File: config.mk
export PLATFORM = sky130hd
export DESIGN_NAME = screen_sequencer
export DESIGN_NICKNAME = d
export VERILOG_FILES = /design/src/rtl/screen_pkg.sv /design/src/rtl/frame_timeout.sv /design/src/rtl/screen_sequencer.sv
export SDC_FILE = /design/constraint.sdc
export NUM_CORES = 1
export LEC_CHECK = 0
export BUFFER_PORTS_ARGS = -buffer_cell sky130_fd_sc_hd__buf_2
export CAP_MARGIN = 10
export CORE_UTILIZATION = 46
export DETAILED_ROUTE_END_ITERATION = 10
export PLACE_DENSITY_LB_ADDON = 0.08
export SLEW_MARGIN = 20
export SYNTH_ARGS = -nofsm -noshare
export SYNTH_HDL_FRONTEND = slang
export SYNTH_SLANG_ARGS = --single-unit
File: constraint.sdc
create_clock -name clk -period 4.24 [get_ports clk]
set_input_delay 0.424 -clock clk [delete_from_list [all_inputs] [get_ports clk]]
set_output_delay 0.424 -clock clk [all_outputs]
set_load 0.05 [all_outputs]
File: src/rtl/screen_pkg.sv
// Shared screen identifiers and XGA timing constants used by the sequencer
// and by the full-screen display modules.
package screen_pkg;

  typedef enum logic [1:0] {
    START   = 2'd0,
    CAPTURE = 2'd1,
    PROCESS = 2'd2,
    RESULT  = 2'd3
  } screen_t;

  localparam int H_TOTAL     = 1344;
  localparam int V_TOTAL     = 806;
  localparam int H_ACTIVE    = 1024;
  localparam int V_ACTIVE    = 768;
  localparam int FRAME_CNT_W = 8;

endpackage

File: src/rtl/frame_timeout.sv
// Frame counter for the PROCESS screen; flags expiry once the configured
// number of frames has elapsed since the last clear.
module frame_timeout
  import screen_pkg::*;
#(
  parameter int TIMEOUT_FRAMES = 120
) (
  input  logic clk,
  input  logic rst_n,
  input  logic clear,
  input  logic enable,
  output logic expired
);

  logic [FRAME_CNT_W-1:0] count;

  always_ff @(posedge clk or negedge rst_n) begin
    if (!rst_n) begin
      count <= '0;
    end else if (clear) begin
      count <= '0;
    end else if (enable) begin
      count <= count + 1'b1;
    end
  end

  assign expired = (count == FRAME_CNT_W'(TIMEOUT_FRAMES));

endmodule

File: src/rtl/screen_sequencer.sv
// Game-flow controller: sequences START/CAPTURE/PROCESS/RESULT screens,
// deferring every screen change to the frame boundary, and muxes the pixels.
module screen_sequencer
  import screen_pkg::*;
#(
  parameter int H_TOTAL        = screen_pkg::H_TOTAL,
  parameter int V_TOTAL        = screen_pkg::V_TOTAL,
  parameter int TIMEOUT_FRAMES = 120
) (
  input  logic        clk,
  input  logic        rst_n,
  input  logic [10:0] hcount,
  input  logic [9:0]  vcount,
  input  logic        btnc_pressed,
  input  logic        start_over,
  input  logic        capture_done,
  input  logic        process_done,
  input  logic [11:0] pixel_start,
  input  logic [11:0] pixel_capture,
  input  logic [11:0] pixel_process,
  input  logic [11:0] pixel_result,
  output logic [11:0] pixel_out,
  output logic [1:0]  state,
  output logic        screen_rst,
  output logic        capture_start,
  output logic        process_start,
  output logic        timeout_err
);

  screen_t cur_state, next_state;
  screen_t pend_target, next_pend_target;
  logic    pend_valid, next_pend_valid;
  logic    next_timeout_err;
  logic    start_q;
  logic    frame_end;
  logic    expired;
  logic    count_en;
  logic [11:0] pixel_sel;

  assign frame_end = (hcount == 11'(H_TOTAL - 1)) && (vcount == 10'(V_TOTAL - 1));
  assign count_en  = (cur_state == PROCESS) && frame_end && !pend_valid;
  assign state     = cur_state;

  frame_timeout #(
    .TIMEOUT_FRAMES(TIMEOUT_FRAMES)
  ) u_frame_timeout (
    .clk    (clk),
    .rst_n  (rst_n),
    .clear  (process_start),
    .enable (count_en),
    .expired(expired)
  );

  always_ff @(posedge clk or negedge rst_n) begin
    if (!rst_n) begin
      cur_state   <= START;
      pend_valid  <= 1'b0;
      pend_target <= START;
      timeout_err <= 1'b0;
      start_q     <= 1'b0;
    end else begin
      cur_state   <= next_state;
      pend_valid  <= next_pend_valid;
      pend_target <= next_pend_target;
      timeout_err <= next_timeout_err;
      start_q     <= start_over;
    end
  end

  // A pending request commits on frame_end; new requests are only accepted while nothing is pending.
  always_comb begin
    next_state       = cur_state;
    next_pend_valid  = pend_valid;
    next_pend_target = pend_target;
    next_timeout_err = timeout_err;
    screen_rst       = 1'b0;
    capture_start    = 1'b0;
    process_start    = 1'b0;
    if (pend_valid) begin
      if (frame_end) begin
        next_state      = pend_target;
        next_pend_valid = 1'b0;
        case (pend_target)
          START:   screen_rst = 1'b1;
          CAPTURE: begin
            capture_start    = 1'b1;
            next_timeout_err = 1'b0;
          end
          PROCESS: process_start = 1'b1;
          default: ;
        endcase
      end
    end else begin
      case (cur_state)
        START: begin
          if (start_over && !start_q) begin
            next_pend_valid  = 1'b1;
            next_pend_target = CAPTURE;
          end
        end
        CAPTURE: begin
          if (capture_done) begin
            next_pend_valid  = 1'b1;
            next_pend_target = PROCESS;
          end
        end
        PROCESS: begin
          if (process_done) begin
            next_pend_valid  = 1'b1;
            next_pend_target = RESULT;
          end else if (expired) begin
            next_pend_valid  = 1'b1;
            next_pend_target = START;
            next_timeout_err = 1'b1;
          end
        end
        RESULT: begin
          if (btnc_pressed) begin
            next_pend_valid  = 1'b1;
            next_pend_target = START;
          end
        end
        default: ;
      endcase
    end
  end

  always_comb begin
    pixel_sel = 12'h000;
    case (cur_state)
      START:   pixel_sel = pixel_start;
      CAPTURE: pixel_sel = pixel_capture;
      PROCESS: pixel_sel = pixel_process;
      RESULT:  pixel_sel = pixel_result;
      default: pixel_sel = 12'h000;
    endcase
  end

  always_ff @(posedge clk or negedge rst_n) begin
    if (!rst_n) begin
      pixel_out <= 12'h000;
    end else begin
      pixel_out <= pixel_sel;
    end
  end

endmodule

; ---- Word-level counts from Yosys, hierarchy flattened
; Cells that the tools add are included.
[op_classes]
n_bitwise = 1
add_sub_neg = 1
reduce_logical = 14
n_eq_ne = 15
muxes = 32
[ops]
columns = cell, n
row1 = 12-bit case mux with 4 select lines, 1
row2 = 1-bit 2-to-1 mux, 22
row3 = 8-bit 2-to-1 mux, 2
row4 = "11-bit == test, second input constant", 1
row5 = "10-bit == test, second input constant", 1
row6 = 2-bit 2-to-1 mux, 5
row7 = 5-bit AND reduction, 2
row8 = "8-bit by 1-bit adder with 8-bit output, second input constant", 1
row9 = "8-bit by 7-bit == test with 1-bit output, second input constant", 1
row10 = 2-bit case mux with 4 select lines, 1
row11 = "2-bit == test, second input constant", 3
row12 = "2-bit by 1-bit != test with 1-bit output, second input constant", 3
row13 = "2-bit != test, second input constant", 3
row14 = 2-bit nonzero test, 3
row15 = "2-bit by 1-bit == test with 1-bit output, second input constant", 2
row16 = 1-bit logical AND, 4
row17 = 2-bit logical NOT, 2
row18 = 1-bit case mux with 4 select lines, 1
row19 = "3-bit != test, second input constant", 1
row20 = 1-bit logical NOT, 2
row21 = 2-bit AND reduction, 1
row22 = 1-bit inverter, 1
[word_totals]
regBits = 27
wordCells = 70
in_bits = 75
out_inout_bits = 18

; ---- Longest topological paths before layout
; Gate-level depths: netlist (run 1).
[logic_depth]
depth_word = 6
mapped_depth = 5
ltp_nobuf = 5

; ---- Modules after synthesis
; A second synthesis (run 1) with hierarchy kept.
[hier_totals]
hier_cells = 115
area_unflattened_um2 = 1478.9
[by_module_without_submodules]
columns = module, seq_area_each_um2, instances, cells_each, area_each_um2
row1 = screen_sequencer, 475.5, 1, 76, 1069.8
row2 = frame_timeout, 200.2, 1, 39, 409.1

; ---- Least setup slack after synthesis (run 1)
; No wires, ideal clock.
[synth_path]
kind = input port to output port
from = in hcount[9]
to = out capture_start
slack_ns = 1.486
arrival_time_ns = 2.330
required_ns = 3.816
cell_stages = 5
n_path_buf = 1
path_cell_list = and4b_1 nand3_1 or4_1 buf_6 nor4b_2
[synth_via]
elab_chain_len = 4
[synth_lines]
columns = item, line
row1 = start: declaration, screen_sequencer.sv:12  ; input logic [10:0] hcount,
row2 = 11-bit == test, screen_sequencer.sv:40  ; assign frame_end = (hcount == 11'(H_TOTAL - 1)) && (vcount == 10'(V_TOTAL - 1));
row3 = 1-bit logical AND, screen_sequencer.sv:40
row4 = 1-bit 2-to-1 mux, screen_sequencer.sv:80  ; if (frame_end) begin
row5 = 1-bit 2-to-1 mux, screen_sequencer.sv:79  ; if (pend_valid) begin
row6 = end: declaration, screen_sequencer.sv:25  ; output logic capture_start,
; Every way passes these cells.

; ---- Worst setup path in the final report (run 1)
; Same ends and word-level chain as after synthesis.

==> results of run 1 <==
## cell type report
| class | count | share of cell area [%] |
|---|---|---|
| clock inverters | 1 | 0.244 |
| inverters | 6 | 1.10 |
| flip-flops and latches | 27 | 32.9 |
| well taps | 44 | 2.68 |
| repair buffers | 92 | 22.4 |
| clock buffers | 3 | 1.10 |
| multi-input cells | 80 | 39.5 |
## power breakdown
| group | internal, mW | switching, mW | leakage [nW] |
|---|---|---|---|
| Sequential | 0.265 | 0.00287 | 0.331 |
| Clock | 0.0355 | 0.0784 | 0.0177 |
| Combinational | 0.0398 | 0.0439 | 0.626 |
| Total | 0.340 | 0.125 | 0.974 |
## cells in the mapped netlist (2+ instances only)
| master | number |
|---|---|
| and3b_1 | 2 |
| clkbuf_1 | 4 |
| a21oi_1 | 4 |
| o21ai_1 | 2 |
| nor2_1 | 2 |
| nand4bb_1 | 2 |
| a41oi_1 | 2 |
| o31ai_1 | 10 |
| nor4_2 | 2 |
| a31oi_1 | 4 |
| o31a_1 | 2 |
| ha_1 | 2 |
| buf_2 | 3 |
| mux4_2 | 12 |
| nand2_1 | 6 |
| nand3_1 | 2 |
| and4_1 | 2 |
| a31o_1 | 2 |
| mux2i_1 | 2 |
| inv_1 | 6 |
| dfrtp_1 | 27 |
| or4_1 | 2 |
## stage by stage
stage	hold slack, ns	cells
2_1_floorplan	0.128	121
3_3_place_gp	0.467	249
3_5_place_dp	0.464	249
4_1_cts	0.0915	253
5_1_grt	0.102	253
6_report	0.0715	253
## cell families after synthesis
logic type,count (synthesis),share of synthesized area (%)
mux,16,20.2
flops,27,43.6
simple gates,33,16.8
fa+ha+maj,2,1.61
compound gates,29,13.7
buf+inv,14,4.12
## sequential cells by signal, summed over array words and instances (netlist names)
| register | cells |
|---|---|
| timeout_err | 1 |
| pixel_out | 12 |
| state | 2 |
| pend_valid | 1 |
| pend_target | 2 |
| start_q | 1 |
| u_frame_timeout.count | 8 |
## worst paths after layout
kind | cells past startpoint | to | slack [ns] | start
hold reg to reg | 1 | u_frame_timeout.count[7]$_DFFE_PN0P_ | 0.49 | u_frame_timeout.count[7]$_DFFE_PN0P_
max in group asynchronous | 1 | pixel_out[1]$_DFF_PN0_ | 3.77 | rst_n
setup reg to reg | 4 | u_frame_timeout.count[6]$_DFFE_PN0P_ | 1.78 | state[0]$_DFFE_PN0P_
setup / recovery | 6 | capture_start | 1.36 | hcount[9]
min in group clk | 1 | start_q$_DFF_PN0_ | 0.20 | start_over
hold / removal | 1 | u_frame_timeout.count[6]$_DFFE_PN0P_ | 0.07 | rst_n
## critical path: cells and delay by family
kind          cells  cell delay, ns
simple gates      4            1.64
buf+inv           2            0.39
## routing by layer
metal,routed length [um],up-vias,share of wire [%]
li1,-,663,-
met1,1590,684,42
met2,1940,58,52
met3,199,6,5.3
met4,36,0,0.96
met5,0,-,0
==> metrics, run 1 <==
Post-Route WL 3.76 mm; Final Cell Area 2050 um2; Fillers 253; cells after synthesis 121; post-synth top area cell dfrtp_1; sequential-to-total area share from yosys stat 43.6%; via count 1,411; WL per Instance 14.9 um; clock buffer count from CTS 3; vias in the first global route 1,340; critical path launch point type primary input; Peak supply drop 0.169 mV; Worst Skew 0.00324 ns; Power Density 227 nW/um2; Top FF cell, synth dfrtp_1; cts hold-fix bufs 0; post-route minimum period 2.88 ns; busiest grt layer met2; final setup violation count 0; Die W 60.1 um; fin. max-slew vios 0; H-tree levels 1; initial antenna violation count 0; Hold Violations, Final 0; area of the mapped netlist 1550 um2; row cnt 20; top post-synthesis cells by area dfrtp_1 (44%), mux4_2 (17%), o31ai_1 (4.8%); cell mode on critical path buf_2; Top Ports 93; Vias/cell 5.58; RSZ-0062 raised after global routing no; die height 60.1 um; max cap viols 0; crit end category primary output; Hold Crit Class in2async; input/output buffers 92; Crit Path Max Fanout 11; yosys warns 0; Total GRT Usage 21.1%; largest net degree at the start of global routing 28; layout cell share with drive strength beyond 1 55.0%; commonest non-fill, non-tap cell in the layout buf_2; CP max stage cell or4_1; drt pass-1 iters 4; post-cts sizing count 0; # Post-CTS Setup Buffers 0; Synth cell types 41; most frequent cells in the layout buf_2 (92), dfrtp_1 (27), mux4_2 (12); Multi-input gate area 811 um2; Sequential Area 676 um2; GR Util met2 35.1%; TritonCTS Sinks 27; met3 Resource Use GR 2.81%; CP Cell Sequence buf_2, and4b_1, nand3_1, or4_1, nor4b_2, buf_2; GR Overflow Total 0; setup TNS 0 ns; PnR worst setup slack 1.36 ns; HPWL after DPL 2.91 mm; routability congestion estimate 0.796; clock latency on the worst-skew pair 0.33 ns; GRT met1 Usage 28.6%; leakage 0.974 nW; total power 0.465 mW; area of the core 3130 um2; Die ar. 3610 um2; Arr. time, crit path 2.46 ns; pre-CTS setup slack 1.35 ns; root buffer cell clkbuf_4; antenna cells 0; final period utilization 67.9%; dpl cell area 2020 um2; Worst Path Required 3.82 ns; slew margin rel. 33.2%; Final Util 65.6%; Post-route DRC 0; Synth Net Count 198; actual slew at the worst max-slew pin 1.00 ns; critical path class in2out; Post-DRT Antenna Nets 0; Layout area overhead 32.4%; CTS tree yes; Seq cells post-synth 27; # nets final 287; Post-synth EDFFs 0; status finished clean; Avg Synthesized Cell Area 12.8 um2; Starting DRT DRC Count 57; Max Root-Sink Buffers 2; starting density of the core 49.6%; top-area cell type share of the netlist area 43.6%; Critical Path Max Stage Delay 0.84 ns; Fmax 347 MHz; Reg clk slew, reported paths 0.15 ns; Post-synth ARST share 100%; first-pass GRT wire length 5.76 mm
Note: power is estimated with default switching activity, not from simulation.
==> run 2: changes to the inputs <==
--- a/config.mk
+++ b/config.mk
@@ -5,9 +5,10 @@
 export SDC_FILE = /design/constraint.sdc
 export NUM_CORES = 1
 export LEC_CHECK = 0
+export ABC_AREA = 1
 export BUFFER_PORTS_ARGS = -buffer_cell sky130_fd_sc_hd__buf_2
 export CAP_MARGIN = 10
-export CORE_UTILIZATION = 46
+export CORE_UTILIZATION = 40
 export DETAILED_ROUTE_END_ITERATION = 10
 export PLACE_DENSITY_LB_ADDON = 0.08
 export SLEW_MARGIN = 20
==> constraint.sdc (replaced) <==
create_clock -name clk -period 2.39 [get_ports clk]
set_input_delay 0.239 -clock clk [delete_from_list [all_inputs] [get_ports clk]]
set_output_delay 0.239 -clock clk [all_outputs]
set_load 0.05 [all_outputs]
==> run 2 against run 1 <==
  * Critical path type is now reg2out
  * Non-clock buffer count rose by 3
  * Highest routed layer unchanged
  * Global-route usage down 0.86 points
  * Synthesized cell count grew 110%
  * Synthesized area rose by 12%
  * Worst hold slack improved by 0.017 ns
  * Sequential cell count unchanged
  * Combinational power increased by 93%
  * Wire length rose by 14%
  * Register-to-register slack got worse by 0.88 ns
  * Largest power group unchanged
  * Utilization decreased by 9.5 points
  * Critical endpoint unchanged
==> metrics, run 2 <==
largest family of logic cells by synthesized area simple AND/OR/NAND/NOR gates; starting density of the core 42.3%; Gate power share 18.1%; crit-path leading delay family flip-flops; DR top layer met4; Post-DRT Antenna Nets 0; post-synth top area cell dfrtp_1; final period utilization 67.9%; largest net degree at the start of global routing 28; switch share 27.4%; Layout area overhead 32.5%; row cnt 23; crit path launch pend_valid$_DFF_PN0_; max cap viols 0; CP Cell Sequence nand4_1, nor2_1, buf_2; Arr. time, crit path 1.38 ns; PnR worst setup slack 0.767 ns; Hold Crit Class in2reg; layout cell share with drive strength beyond 1 31.3%; Seq cells post-synth 27; max reg flops 12; fraction of the mapped netlist area in simple logic gates 45.0%; Post-synth EDFFs 0; Die ar. 4590 um2; most frequent cells in the layout nand2_1 (98), buf_2 (92), inv_1 (31); Peak supply drop 0.218 mV; worst reg2reg setup slack 0.90 ns; XOR/XNOR Fraction of Synth Area 2.02%; routed wl met2 2.07 mm; Worst Skew 0.0101 ns; switching power 0.246 mW; input/output buffers 92; # nets final 430; drt pass-1 iters 4; via count 1,881; cell depth of the worst setup path 3; crit end category primary output; actual slew at the worst max-slew pin 0.613 ns; Post-route DRC 0; Reg with most FFs pixel_out; post-synthesis mux area share 0%; area of the core 4090 um2; commonest cells in the netlist nand2_1 (98), inv_1 (31), dfrtp_1 (27); antenna cells 0; Avg Synthesized Cell Area 6.68 um2; root buffer cell clkbuf_8; Adder-Cell Fraction of Synth Area 1.45%; first-pass GRT wire length 7.05 mm; Power Density 391 nW/um2; cells after synthesis 259; Synth cell types 22; Post-Route WL 4.30 mm; CTS tree yes; clock buffer count from CTS 3; Int Pwr 0.651 mW; Reg clk slew, reported paths 0.09 ns; met1 WL 1.91 mm; Post-synth ARST share 100%; Clk pwr share 29.4%; H-tree levels 1; top-area cell type share of the netlist area 39.0%; commonest non-fill, non-tap cell in the layout nand2_1; routed wl met3 296 um; Worst R2R Start state[0]$_DFFE_PN0P_; RSZ-0062 raised after global routing no; Reg power frac 52.5%; WP buf/inv 1; routability congestion estimate 0.783; die height 67.8 um; most frequent cell after synthesis nand2_1; slew margin rel. 59.1%; HPWL after DPL 3.44 mm; post-route minimum period 1.62 ns; Die W 67.8 um; area of the mapped netlist 1730 um2; GR Overflow Total 0; Critical Path Max Stage Delay 0.52 ns; Top Ports 93; Total GRT Usage 20.2%; Max Root-Sink Buffers 2; Fmax 616 MHz; reg-to-reg endpoint u_frame_timeout.count[0]$_DFFE_PN0P_; CP max stage cell dfrtp_1; Fillers 398; critical path launch point type flop; Hold Violations, Final 0; fin. max-slew vios 0; Starting DRT DRC Count 98; critical path class reg2out; WL per Instance 10.7 um; yosys warns 0; post-cts sizing count 0; FF-to-FF path depth 7; final setup violation count 0; sequential-to-total area share from yosys stat 39.0%; Vias/cell 4.68; cts hold-fix bufs 1; Crit Path Max Fanout 9; setup TNS 0 ns; Compound-Gate Fraction of Synth Area 3.47%; Synth Net Count 336; biggest regs pixel_out x12, u_frame_timeout.count x8; pre-CTS setup slack 0.802 ns; vias in the first global route 1,682; worst hold slack 0.0884 ns; worst setup path endpoint capture_start; # Post-CTS Setup Buffers 0; top post-synthesis cells by area dfrtp_1 (39%), nand2_1 (21%), inv_1 (6.7%); Worst Path Required 2.15 ns; initial antenna violation count 0; TritonCTS Sinks 27; Top FF cell, synth dfrtp_1; leakage 1.28 nW; clock latency on the worst-skew pair 0.27 ns; status finished clean
run 2: how the worst min path moves through the flow:
stage | end | slack (ns) | depth (start not counted) | startpoint
detailed placement | u_frame_timeout.count[5]$_DFFE_PN0P_ | 0.30 | 1 | rst_n
global placement | u_frame_timeout.count[5]$_DFFE_PN0P_ | 0.30 | 1 | rst_n
global route | start_q$_DFF_PN0_ | 0.09 | 1 | start_over
CTS | start_q$_DFF_PN0_ | 0.08 | 1 | start_over
finish | start_q$_DFF_PN0_ | 0.09 | 1 | start_over
floorplan | pend_target[0]$_DFFE_PN0P_ | -0.06 | 0 | rst_n
run 2: layout make-up:
cell class / count / area [um2] / area share, %
Timing Repair Buffer: 95 / 485 / 21.2
Clock buffer: 3 / 41.3 / 1.80
Inverter: 33 / 124 / 5.40
Sequential cell: 27 / 676 / 29.5
Multi-Input combinational cell: 193 / 898 / 39.2
Clock inverter: 1 / 5.00 / 0.218
Tap cell: 50 / 62.6 / 2.73
run 2: layer usage:
| metal | up-vias | global-route usage (%) |
|---|---|---|
| met5 | - | 0 |
| met4 | 0 | 4.69 |
| met3 | 2 | 4.90 |
| met2 | 69 | 36.1 |
| met1 | 802 | 24.1 |
| li1 | 1008 | - |
run 2: power by group through the flow:
stage | registers [mW] | logic (mW) | clock network, mW
finish | 0.471 | 0.162 | 0.264
global route | 0.473 | 0.181 | 0.285
CTS | 0.471 | 0.165 | 0.270
detailed placement | 0.480 | 0.163 | 0
global placement | 0.480 | 0.163 | 0
floorplan | 0.522 | 0.0315 | 0
run 2: cells by family after synthesis:
logic type	Yosys count
AOI/OAI and AO/OA	12
xor gates and xnor gates	4
adders and majority gates	2
buffers and inverters	39
DFF	27
and+or+nand+nor	175
run 2: stage by stage:
| stage | total power [mW] | cells | utilization [%] | area, um2 |
|---|---|---|---|---|
| after floorplan | 0.553 | 259 | - | 1730 |
| after global placement | 0.642 | 397 | 54.7 | 2240 |
| after detailed placement | 0.643 | 397 | 54.7 | 2240 |
| after CTS | 0.906 | 402 | 56.1 | 2290 |
| after global routing | 0.938 | 402 | 56.1 | 2290 |
| final | 0.897 | 402 | 56.1 | 2290 |
==> run 3: changes to the inputs <==
--- a/config.mk
+++ b/config.mk
@@ -8,7 +8,7 @@
 export ABC_AREA = 1
 export BUFFER_PORTS_ARGS = -buffer_cell sky130_fd_sc_hd__buf_2
 export CAP_MARGIN = 10
-export CORE_UTILIZATION = 40
+export CORE_UTILIZATION = 45
 export DETAILED_ROUTE_END_ITERATION = 10
 export PLACE_DENSITY_LB_ADDON = 0.08
 export SLEW_MARGIN = 20
==> constraint.sdc (replaced) <==
create_clock -name clk -period 1.7 [get_ports clk]
set_input_delay 0.17 -clock clk [delete_from_list [all_inputs] [get_ports clk]]
set_output_delay 0.17 -clock clk [all_outputs]
set_load 0.05 [all_outputs]
==> run 3 against run 2 <==
  * Total power rose by 41%
  * Critical path depth up 1
  * Global-route usage rose by 3.1 points
  * Sequential cell count unchanged
  * Design area grew 0.16%
  * Highest routed layer unchanged
  * Via count grew 2.0%
  * Worst hold slack got worse by 0.079 ns
==> metrics, run 3 (synthesized netlist as in run 2, its figures left out) <==
CTS tree yes; status finished clean; WL per Instance 10.8 um; H-tree levels 1; Total GRT Usage 23.3%; final setup violation count 0; routability congestion estimate 0.803; Hold Crit Class in2reg; Post-route DRC 0; antenna cells 0; Die W 64.0 um; CP max stage cell dfrtp_1; Worst Path Required 1.53 ns; Post-Route WL 4.33 mm; hold wc startpoint start_over; most frequent cells in the layout nand2_1 (98), buf_2 (92), inv_1 (31); clock buffer count from CTS 3; CP Cell Sequence inv_1, nand4_1, nor2_1, buf_2; WP buf/inv 2; # Post-CTS Setup Buffers 0; crit-path leading delay family buffers and inverters; Reg with most FFs pixel_out; first-pass GRT wire length 7.37 mm; Starting DRT DRC Count 79; Arr. time, crit path 1.39 ns; final period utilization 92.0%; critical path class reg2out; Post-DRT Antenna Nets 0; Placed Cells 395; Fillers 378; HPWL after DPL 3.49 mm; largest net degree at the start of global routing 28; Crit Path Max Fanout 5; GR Overflow Total 0; Layout area overhead 32.7%; max reg flops 12; reg-to-reg endpoint pend_target[1]$_DFFE_PN0P_; row cnt 22; Die ar. 4100 um2; Peak supply drop 0.310 mV; die height 64.0 um; Max Root-Sink Buffers 2; layout cell share with drive strength beyond 1 31.8%; crit end category primary output; total power 1.27 mW; drt pass-1 iters 4; Critical Path Max Stage Delay 0.38 ns; biggest regs pixel_out x12, u_frame_timeout.count x8; crit path launch pend_target[1]$_DFFE_PN0P_; Fmax 639 MHz; via count 1,919; commonest non-fill, non-tap cell in the layout nand2_1; slew margin rel. 58.2%; post-route minimum period 1.56 ns; Hold Path Depth 1; TritonCTS Sinks 27; root buffer cell clkbuf_8; Power Density 551 nW/um2; Hold Violations, Final 0; starting density of the core 47.3%; RSZ-0062 raised after global routing no; Top Ports 93; max cap viols 0; FF-to-FF path depth 8; Worst R2R Start state[0]$_DFFE_PN0P_; fin. max-slew vios 0; Reg clk slew, reported paths 0.09 ns; fin cells 400; Hold EP start_q$_DFF_PN0_; clock latency on the worst-skew pair 0.28 ns; leakage 1.28 nW; input/output buffers 92; # nets final 430; Final Util 62.7%; Vias/cell 4.80; worst hold slack 0.00887 ns; area of the core 3660 um2; initial antenna violation count 0; critical path launch point type flop; worst reg2reg setup slack 0.23 ns; actual slew at the worst max-slew pin 0.627 ns; vias in the first global route 1,787; Worst Skew 0.00782 ns; setup TNS 0 ns
[run 3: what timing repair did]
action / 4_1_cts / 5_1_grt
endpoints found under the hold margin: 27 / 0
setup endpoints to repair: 0 / 1
resized for setup: 0 / 1
hold buffers: 1 / 0
[run 3: area by class of cell]
cell class              instances  area (um2)  area share (%)
clock inverters                 1        5.00           0.218
repair buffers                 95         485            21.1
flip-flops and latches         27         677            29.5
clock buffers                   3        41.3            1.80
multi-input cells             193         903            39.3
well taps                      48        60.1            2.62
inverters                      33         124            5.40
[run 3: worst reg2reg max path, delay by kind of cell (launching register included)]
| family | cells | cell delay, ns |
|---|---|---|
| simple gates | 4 | 0.40 |
| buf+inv | 3 | 0.42 |
| flops | 1 | 0.46 |
| compound gates | 1 | 0.11 |
[run 3: where the power goes]
part / internal [mW] / leakage, nW / switching (mW)
clock network: 0.165 / 0.0255 / 0.212
registers: 0.658 / 0.334 / 0.00458
logic: 0.0927 / 0.925 / 0.134
total: 0.916 / 1.28 / 0.350
[run 3: metrics by stage]
stage | cell area, um2 | setup slack, ns
after floorplan | 1740 | 0.158
after global placement | 2240 | 0.297
after detailed placement | 2240 | 0.264
after CTS | 2290 | 0.0989
after global routing | 2300 | 0.0518
final | 2300 | 0.136
[run 3: worst max path at each step]
stage	end	slack, ns	depth (start not counted)
final	capture_start	0.14	4
after global routing	pend_target[1]$_DFFE_PN0P_	0.05	8
after CTS	capture_start	0.1	3
after detailed placement	pend_target[1]$_DFFE_PN0P_	0.26	8
after global placement	pend_target[1]$_DFFE_PN0P_	0.30	8
after floorplan	timeout_err$_DFFE_PN0P_	0.16	5
[run 3: per-layer routing]
layer / GRT usage [%] / vias up / wire [um]
li1: - / 1003 / -
met2: 42.7 / 70 / 2090
met3: 5.18 / 4 / 338
met5: 0 / - / 0
met1: 25.7 / 842 / 1840
met4: 9.38 / 0 / 71
